**src/rtl/pc_redirect_ctrl_if.sv**
```systemverilog
// Branch-resolution / fetch-PC interface between the execute-side redirect source
// and the fetch PC controller.
interface pc_redirect_ctrl_if #(
  parameter int unsigned PC_W = 9
);
  logic            stall;
  logic            PcSel;
  logic [31:0]     BrPC;
  logic [PC_W-1:0] PC;
  logic            Flush_IF_ID;
  logic            Flush_ID_EX;
  logic            Redirect_Pending;
  logic            Misaligned;
  logic [15:0]     RedirCount;

  // Redirect source / observer side.
  modport master (
    output stall, PcSel, BrPC,
    input  PC, Flush_IF_ID, Flush_ID_EX, Redirect_Pending, Misaligned, RedirCount
  );

  // Fetch PC controller side.
  modport slave (
    input  stall, PcSel, BrPC,
    output PC, Flush_IF_ID, Flush_ID_EX, Redirect_Pending, Misaligned, RedirCount
  );
endinterface

```
**src/rtl/pc_redirect_ctrl.sv**
```systemverilog
// Fetch PC register and redirect controller. Applies branch redirects, squashes the
// IF/ID and ID/EX registers when a redirect takes effect, and defers a redirect that
// arrives while the front end is stalled until the stall releases.
module pc_redirect_ctrl #(
  parameter int unsigned PC_W = 9
) (
  input logic              clk,
  input logic              reset,
  pc_redirect_ctrl_if.slave bus
);

  typedef enum logic [0:0] {StRun, StPending} state_e;

  state_e          state_q, state_d;
  logic [PC_W-1:0] pc_q, pc_d;
  logic [PC_W-1:0] pend_tgt_q, pend_tgt_d;
  logic            pend_mis_q, pend_mis_d;
  logic            mis_q, mis_d;
  logic [15:0]     cnt_q, cnt_d;
  logic [PC_W-1:0] tgt;
  logic            tgt_mis;
  logic [15:0]     cnt_sat_inc;
  logic            flush;
  logic            unused_brpc;

  // Target keeps word alignment; low two bits only feed the sticky misalign flag.
  assign tgt         = {bus.BrPC[PC_W-1:2], 2'b00};
  assign tgt_mis     = |bus.BrPC[1:0];
  assign cnt_sat_inc = (cnt_q == 16'hFFFF) ? cnt_q : cnt_q + 16'd1;
  assign unused_brpc = ^bus.BrPC[31:PC_W];

  // Next-state and flush decode for the RUN/PENDING controller.
  always_comb begin
    state_d    = state_q;
    pc_d       = pc_q;
    pend_tgt_d = pend_tgt_q;
    pend_mis_d = pend_mis_q;
    mis_d      = mis_q;
    cnt_d      = cnt_q;
    flush      = 1'b0;
    unique case (state_q)
      StRun: begin
        if (bus.PcSel && !bus.stall) begin
          flush = 1'b1;
          pc_d  = tgt;
          cnt_d = cnt_sat_inc;
          mis_d = mis_q | tgt_mis;
        end else if (bus.PcSel && bus.stall) begin
          // Frozen pipeline: hold the request, no squash until it can take effect.
          pend_tgt_d = tgt;
          pend_mis_d = tgt_mis;
          state_d    = StPending;
        end else if (!bus.stall) begin
          pc_d = pc_q + PC_W'(4);
        end
      end
      StPending: begin
        // New requests here come from younger wrong-path instructions and are dropped.
        if (!bus.stall) begin
          flush   = 1'b1;
          pc_d    = pend_tgt_q;
          cnt_d   = cnt_sat_inc;
          mis_d   = mis_q | pend_mis_q;
          state_d = StRun;
        end
      end
      default: state_d = StRun;
    endcase
  end

  // State registers with synchronous active-high reset.
  always_ff @(posedge clk) begin
    if (reset) begin
      state_q    <= StRun;
      pc_q       <= '0;
      pend_tgt_q <= '0;
      pend_mis_q <= 1'b0;
      mis_q      <= 1'b0;
      cnt_q      <= '0;
    end else begin
      state_q    <= state_d;
      pc_q       <= pc_d;
      pend_tgt_q <= pend_tgt_d;
      pend_mis_q <= pend_mis_d;
      mis_q      <= mis_d;
      cnt_q      <= cnt_d;
    end
  end

  // Outputs; flushes are suppressed while reset is asserted.
  assign bus.PC               = pc_q;
  assign bus.Flush_IF_ID      = flush & ~reset;
  assign bus.Flush_ID_EX      = flush & ~reset;
  assign bus.Redirect_Pending = (state_q == StPending);
  assign bus.Misaligned       = mis_q;
  assign bus.RedirCount       = cnt_q;

endmodule

```
**src/flat_wrapper.sv**
```systemverilog
// flat-port wrapper written by rule: the top's interface ports become plain ports
module pc_redirect_ctrl_flat 
#(
  parameter int unsigned PC_W = 9
)
  (clk, reset, bus_stall, bus_PcSel, bus_BrPC, bus_PC, bus_Flush_IF_ID, bus_Flush_ID_EX, bus_Redirect_Pending, bus_Misaligned, bus_RedirCount);
  pc_redirect_ctrl_if #(.PC_W(PC_W)) bus_i ();
  input logic clk;
  input logic reset;
  input wire logic [$bits(bus_i.stall)-1:0] bus_stall;
  input wire logic [$bits(bus_i.PcSel)-1:0] bus_PcSel;
  input wire logic [$bits(bus_i.BrPC)-1:0] bus_BrPC;
  output wire logic [$bits(bus_i.PC)-1:0] bus_PC;
  output wire logic [$bits(bus_i.Flush_IF_ID)-1:0] bus_Flush_IF_ID;
  output wire logic [$bits(bus_i.Flush_ID_EX)-1:0] bus_Flush_ID_EX;
  output wire logic [$bits(bus_i.Redirect_Pending)-1:0] bus_Redirect_Pending;
  output wire logic [$bits(bus_i.Misaligned)-1:0] bus_Misaligned;
  output wire logic [$bits(bus_i.RedirCount)-1:0] bus_RedirCount;
  assign bus_i.stall = bus_stall;
  assign bus_i.PcSel = bus_PcSel;
  assign bus_i.BrPC = bus_BrPC;
  assign bus_PC = bus_i.PC;
  assign bus_Flush_IF_ID = bus_i.Flush_IF_ID;
  assign bus_Flush_ID_EX = bus_i.Flush_ID_EX;
  assign bus_Redirect_Pending = bus_i.Redirect_Pending;
  assign bus_Misaligned = bus_i.Misaligned;
  assign bus_RedirCount = bus_i.RedirCount;
  pc_redirect_ctrl #(.PC_W(PC_W)) u_core (.clk(clk), .reset(reset), .bus(bus_i));
endmodule
```
**config.mk**
```make
export PLATFORM = sky130hd
export DESIGN_NAME = pc_redirect_ctrl_flat
export DESIGN_NICKNAME = d
export VERILOG_FILES = /design/src/rtl/pc_redirect_ctrl_if.sv /design/src/rtl/pc_redirect_ctrl.sv /design/src/flat_wrapper.sv
export SDC_FILE = /design/constraint.sdc
export NUM_CORES = 1
export LEC_CHECK = 0
export CAP_MARGIN = 0
export CORE_MARGIN = 1
export CORE_UTILIZATION = 40
export DETAILED_ROUTE_END_ITERATION = 10
export PLACE_DENSITY = 0.76
export SLEW_MARGIN = 25
export SYNTH_ARGS = -nofsm -noshare
export SYNTH_HDL_FRONTEND = slang
export SYNTH_SLANG_ARGS = --single-unit
```
**constraint.sdc**
```tcl
create_clock -name clk -period 1.7 [get_ports clk]
set_input_delay 0.17 -clock clk [delete_from_list [all_inputs] [get_ports clk]]
set_output_delay 0.17 -clock clk [all_outputs]
set_load 0.005 [all_outputs]
```
==> run summary, run 1 <==
The run finished with clean final reports. The routed layout has 1,784 vias. The gate count after technology mapping is 221. The CTS sink count is 33. The count of nets left with antenna violations after detail routing is 0. The root buffer cell is clkbuf_8. At the end of the flow, the number of nets in the layout was 318. The prevailing post-synth register cell is dfxtp_1. The clock transition at the registers of the reported paths is 0.07 ns. The largest fanout of any net on the critical path came out at 9.

The growth of design area from synthesis to finish is 39.0%. The die boundary height came out at 69.0 µm. On the final layout, the worst clock skew is 0.00385 ns. The wire length of the first global-routing pass came out at 7.09 mm.

The starting density of the core is 43.3%. The total wirelength of the detailed-routed design came out at 4.31 mm. The clock period minus worst slack is 1.62 ns. Of the cells placed in the final design, the portion with a size suffix greater than 1 is 17.4%.

For flop-to-flop paths, the worst setup slack is 0.08 ns. The site row count came out at 23. The congestion estimate from routability-driven global placement came to 0.834. At the worst endpoint, the required time is 1.92 ns. Setup repair after global routing left no endpoint under its margin. STA classifies the critical path startpoint as a register.

The initial antenna violation count came to 0. The share of synthesized flip-flops with an asynchronous set or reset came out at 0%. 0 antenna diodes ended up in the layout. After the first detailed-routing iteration, the DRC count stood at 123. TritonCTS built the clock tree. The final-report setup violation count came out at 0. Dividing the detail-routed via count by the number of cells gives 5.39. The average footprint of a synthesized cell is 8.12 µm². The maximum clock frequency is 617 MHz. After clock tree synthesis, the setup repair step added 0 buffers. The critical path is of the register to register type.

The post-synthesis sequential area ratio came out at 36.8%. The number of library cell types mapped by synthesis is 43. The power density of the placed cells came out at 690 nW/µm².

The H-tree was split into 2 levels. STA classifies the critical path endpoint as a register. The overall die area is 4760 µm². Leaving out fill and tap cells, the most frequent cells in the layout are clkdlybuf4s50_1, dfxtp_1, buf_4. In this run, synthesis inferred 0 flip-flops with an integrated enable. At the later pin of the worst-skew pair, clock insertion delay measures 0.29 ns. The count of unresolved DRC violations after routing came out at 0. Across the run, the number of max-cap violations was 0. The total routing resource utilization after global routing is 20.3%.

The worst hold path was traced through 2 stages. The count of hold buffers inserted by post-cts repair is 0. The final clock period utilization by the worst path came out at 95.4%. The leakage power summed over all cells is 0.999 nW. The overall power of the completed layout came out at 1.72 mW. The I/O pin count came out at 65. The endpoint of the most critical register-to-register path is u_core.bus.RedirCount[4]. In the final routed layout, each cell accounts on average for 13.0 µm. The number of global-route vias before repair was 1,537. In this run the worst hold path is classified as register to register. Counting along the longest clock path gives a buffer depth of 2.

The final core utilization is 60.2%. The maximum number of pins on one net before global-route repair came out at 33. The final number of hold-violating endpoints came to 0. The count of warnings emitted by yosys is 0. On the final layout, the worst hold slack is 0.480 ns. The quantity of I/O buffers inserted on ports is 39. The worst ir drop on vdd is 417 µV. The final global-route overflow total is 0. The half-perimeter wire length after detailed placement came out at 3.14 mm. The arrival time at the worst endpoint came out at 1.84 ns. The length of the first detailed-routing pass in iterations came out at 4. For hold timing, the worst endpoint is u_core.bus.Misaligned. In this run the cell area of the synthesized design comes to 1800 µm². Leaving out fill and tap cells, the most frequent cell in the layout is clkdlybuf4s50_1. The number of buffers added by the clock tree synthesis step came out at 5. The startpoint identified for the worst hold timing path is u_core.bus.Misaligned. The worst register-to-register path has a depth of 6.

The startpoint identified for the worst register-to-register timing path is u_core.bus.RedirCount[0]. The flop and latch count out of synthesis is 33. The x dimension of the die came out at 69.0 µm. The number of max-slew violations in the final report is 0. The area of the placeable core came out at 4140 µm².
worst max-delay path by stage:
stage | slack (ns) | cells after the start | to | from
floorplan | 0.04 | 6 | u_core.bus.RedirCount[9] | u_core.bus.RedirCount[0]
CTS | 0.03 | 6 | u_core.bus.RedirCount[4] | u_core.bus.RedirCount[0]
global placement | -0.18 | 5 | u_core.bus.RedirCount[14] | bus_PcSel
global route | 0.02 | 6 | u_core.bus.RedirCount[4] | u_core.bus.RedirCount[0]
detailed placement | -0.22 | 5 | u_core.bus.RedirCount[14] | bus_PcSel
finish | 0.08 | 6 | u_core.bus.RedirCount[4] | u_core.bus.RedirCount[0]
layer usage:
metal / track usage (%) / part of all wire, %
met4: 7.65 / 1.5
met3: 4.77 / 5.1
met1: 28.1 / 47
met2: 30.3 / 46
met5: 0 / 0
flip-flops by register name, summed over array words and instances (netlist names):
register and cells:
u_core.bus.RedirCount 16, u_core.bus.PC 7, u_core.pend_tgt_q 7, u_core.bus.Misaligned 1
u_core.bus.Redirect_Pending 1, u_core.pend_mis_q 1
cells in the mapped netlist (2+ instances only):
master     n  area share [%]
dfxtp_1   33              37
a21oi_1   24             6.7
nor2_1    24             5.0
nand2_1   15             3.1
inv_1     12             2.5
o21ai_0   11             3.1
nor3_1     8             2.2
clkbuf_1   7             1.5
nand3_1    7             2.0
mux2i_1    6             3.3
or3_1      6             2.1
a221oi_1   5             2.4
and4_1     4             2.0
nand4_1    4             1.4
o31ai_1    4             1.7
or4_1      4             1.7
buf_2      3            0.84
buf_4      3             1.3
buf_6      3             1.9
mux2_2     3             1.9
nand2b_1   3             1.0
nor2b_1    3             1.0
o211a_1    3             1.7
o21a_1     3             1.3
xnor2_1    3             1.5
ha_1       2             1.4
nand3b_1   2            0.84
area by class of cell:
type | instances | area [µm²]
clock inverters | 1 | 5.00
fillers | 377 | 1650
repair buffers | 68 | 622
well taps | 50 | 62.6
multi-input cells | 160 | 1000
flip-flops and latches | 33 | 661
inverters | 12 | 45.0
clock buffers | 7 | 96.3
through the flow:
| stage | instances | cell area (µm²) | setup WS (ns) | setup TNS, ns |
|---|---|---|---|---|
| 2_1_floorplan | 222 | 1800 | 0.0357 | 0 |
| 3_3_place_gp | 323 | 2380 | -0.178 | -1.46 |
| 3_5_place_dp | 323 | 2380 | -0.218 | -1.85 |
| 4_1_cts | 331 | 2490 | 0.0329 | 0 |
| 5_1_grt | 331 | 2490 | 0.0234 | 0 |
| 6_report | 331 | 2490 | 0.0789 | 0 |
where the power goes:
group / switching (mW) / leakage (nW) / total, mW / internal (mW)
combinational: 0.109 / 0.676 / 0.240 / 0.131
sequential: 0.0249 / 0.269 / 0.826 / 0.801
clock: 0.290 / 0.0542 / 0.656 / 0.366
total: 0.424 / 0.999 / 1.72 / 1.30
what timing repair did:
action                                  in CTS  in global routing
pin swaps                                    1                  1
endpoints found under the hold margin        0                  0
endpoints found under the setup margin       2                  8
gates resized for setup                      3                  6
cells by family after synthesis:
kind of cell    Yosys count  share of synthesized area, %
compound gates           57                          20.1
flops                    33                          36.8
buf+inv                  29                          8.15
mux                       9                          5.23
simple gates             87                          26.7
xor+xnor                  3                          1.46
other cells               1                         0.209
fa+ha+maj                 2                          1.39
worst max-delay path, cell delays in order (launching register included):
cell     delay (ns)
dfxtp_1        0.32
ha_2           0.19
and4_1         0.19
and4_4         0.20
buf_4          0.16
or3_1          0.34
a21oi_1        0.15
No activity file was read; power rests on OpenSTA's default activity.
==> run 2: changes to the inputs <==
--- a/config.mk
+++ b/config.mk
@@ -10,6 +10,7 @@
 export CORE_UTILIZATION = 40
 export DETAILED_ROUTE_END_ITERATION = 10
 export PLACE_DENSITY = 0.76
+export RECOVER_POWER = 50
 export SLEW_MARGIN = 25
 export SYNTH_ARGS = -nofsm -noshare
 export SYNTH_HDL_FRONTEND = slang
==> run summary, run 2 (synthesis gave the netlist of run 1 again) <==
The run finished with clean final reports. The reported max-cap violation count is 0. The per-cell routed wire length came out at 13.0 µm. At the placement stage, the worst setup path has a slack of -0.218 ns. The CTS sink count is 33.

The final estimated routing congestion in global placement is 0.834. The reg-to-reg startpoint is u_core.bus.RedirCount[0]. Leaving out fill and tap cells, the most frequent cell in the layout is dfxtp_1. The internal reg-to-reg setup slack came out at 0.08 ns. TritonCTS built the clock tree.

The via total after detailed routing came out at 1,805. Before antenna repair, the detailed router went through 4 iterations. Summed over all layers, the routed wires come to 4.32 mm. The critical-path cell with the highest stage delay is or3_1. The worst register-to-register path has a depth of 6.

The worst setup path is captured at a register. The final core utilization is 60.1%. The post-layout worst setup margin is 0.0809 ns. The half-perimeter wire length after detailed placement came out at 3.14 mm. Clock-pin slew was measured on the worst setup and hold paths at 0.07 ns. The critical path buffer and inverter count is 1. In this run the remaining antenna-violating nets after routing total 0. For hold timing, the worst endpoint is u_core.bus.Misaligned.

After clock tree synthesis, the setup repair step added 0 buffers. The number of max-slew violations in the final report was 0. The worst hold path stage count came out at 2. Setup repair after global routing left no endpoint under its margin. Relative to the synthesized area, the layout overhead comes to 38.8%. The later pin in the worst-skew pair is clocked with a latency of 0.29 ns. The maximum clock frequency came out at 618 MHz. In this run the worst path has a maximum fanout of 9. The post-route netlist has 17.4% of its cells at a drive strength greater than 1. The final clock period utilization by the worst path came out at 95.2%. The number of global-route vias before repair came out at 1,537. The leakage power summed over all cells is 1.04 nW. Clock tree synthesis selected as its root buffer the cell clkbuf_8. The area of the placeable core came out at 4140 µm². The number of buffers added by the clock tree synthesis step is 5. The total routing resource utilization after global routing is 20.3%.

The overall die area is 4760 µm². The path class of the tightest hold or removal check is register to register. The I/O pin count came out at 65. The number of nets in the layout is 318. The count of unresolved DRC violations after routing is 0. The cell family with the largest share of critical-path delay is simple AND/OR/NAND/NOR gates. The initial antenna violation count came to 0. The maximum number of pins on one net before global-route repair is 33.

The required time at the endpoint of the critical path came out at 1.92 ns. The final cell count without fillers came out at 331. The number of vias per cell after detailed routing came out at 5.45. The critical path goes through ha_2 -> and4_1 -> and4_4 -> buf_4 -> or3_1 -> a21oi_1. The quantity of I/O buffers inserted on ports is 39. The x dimension of the die is 69.0 µm. In this run the critical register-to-register path is captured at u_core.bus.RedirCount[4]. The clock period minus worst slack came out at 1.62 ns. The power density of the placed cells is 689 nW/µm². The count of routing violations after the opening detailed-route iteration came out at 126. The final-report setup violation count came out at 0.

The worst ir drop on vdd came out at 416 µV. The initialized floorplan defines 23 standard-cell rows. The H-tree was split into 2 levels.

The final number of hold-violating endpoints is 0. STA classifies the critical path startpoint as a register. The total overflow left after global routing is 0.

The maximum clock insertion buffer count came out at 2. The sum of negative setup slack is 0 ns. The maximum cell stage delay along the critical path came out at 0.34 ns. Data arrives at the worst endpoint at 1.84 ns. In this run the most critical hold path is launched from u_core.bus.Misaligned. Across the routed clock network, the largest skew measured is 0.00344 ns. The number of flip-flops in the largest register came out at 16.

The final hold slack came out at 0.474 ns. The repair_antennas step left the layout with diodes totalling 0. The first global-routing pass estimated 7.09 mm of wire. The die boundary height came out at 69.0 µm.

The cell total after placement is 323. The starting density of the core is 43.3%. Leaving out fill and tap cells, the most frequent cells in the layout are dfxtp_1, buf_4, nor2_1.

The setup path with the least slack is of type register to register.
-- run 2: changes by cell type in the layout (fill, tap and decap cells not counted) --
cell,previous run,this run
clkbuf_2,0,1
dlygate4sd3_1,0,15
buf_4,27,25
clkbuf_4,0,1
clkdlybuf4s50_1,37,22
-- run 2: tightest hold or removal path, stage by stage, from the launching register on --
cell and delay (ns):
dfxtp_1 0.33, a21oi_1 0.04, nor2_1 0.07
-- run 2: area by class of cell --
class,count,area [µm²]
Clock buffer,7,96.3
Clock inverter,1,5.00
Fill cell,378,1650
Inverter,12,45.0
Multi-Input combinational cell,160,1000
Sequential cell,33,661
Tap cell,50,62.6
Timing Repair Buffer,68,619
-- run 2: repair_timing --
action | in CTS | in global routing
hold buffers | 0 | 0
setup endpoints to repair | 2 | 8
pin swaps | 1 | 1
resized for setup | 3 | 6
-- run 2: layer usage --
| layer | track usage, % | vias up | share of wire [%] | wire length (µm) |
|---|---|---|---|---|
| met5 | 0 | - | 0 | 0 |
| li1 | - | 909 | - | - |
| met1 | 28.1 | 845 | 48 | 2060 |
| met2 | 30.3 | 46 | 46 | 1990 |
| met3 | 4.77 | 5 | 4.7 | 202 |
| met4 | 7.65 | 0 | 1.5 | 63 |
-- run 2: power breakdown --
part | total [mW] | switching, mW | internal, mW
Combinational | 0.234 | 0.109 | 0.126
Clock | 0.658 | 0.292 | 0.366
Sequential | 0.826 | 0.0244 | 0.801
-- run 2: how the worst max path moves through the flow --
stage                                 to  cells after the start                      from
6_report        u_core.bus.RedirCount[4]                      6  u_core.bus.RedirCount[0]
4_1_cts         u_core.bus.RedirCount[4]                      6  u_core.bus.RedirCount[0]
3_3_place_gp   u_core.bus.RedirCount[14]                      5                 bus_PcSel
5_1_grt        u_core.bus.RedirCount[14]                      5                 bus_PcSel
3_5_place_dp   u_core.bus.RedirCount[14]                      5                 bus_PcSel
2_1_floorplan   u_core.bus.RedirCount[9]                      6  u_core.bus.RedirCount[0]
-- run 2: metrics by stage --
stage / area, µm² / power [mW]
6_report: 2490 / 1.72
3_3_place_gp: 2380 / 1.08
3_5_place_dp: 2380 / 1.08
5_1_grt: 2490 / 1.80
4_1_cts: 2490 / 1.74
2_1_floorplan: 1800 / 0.968
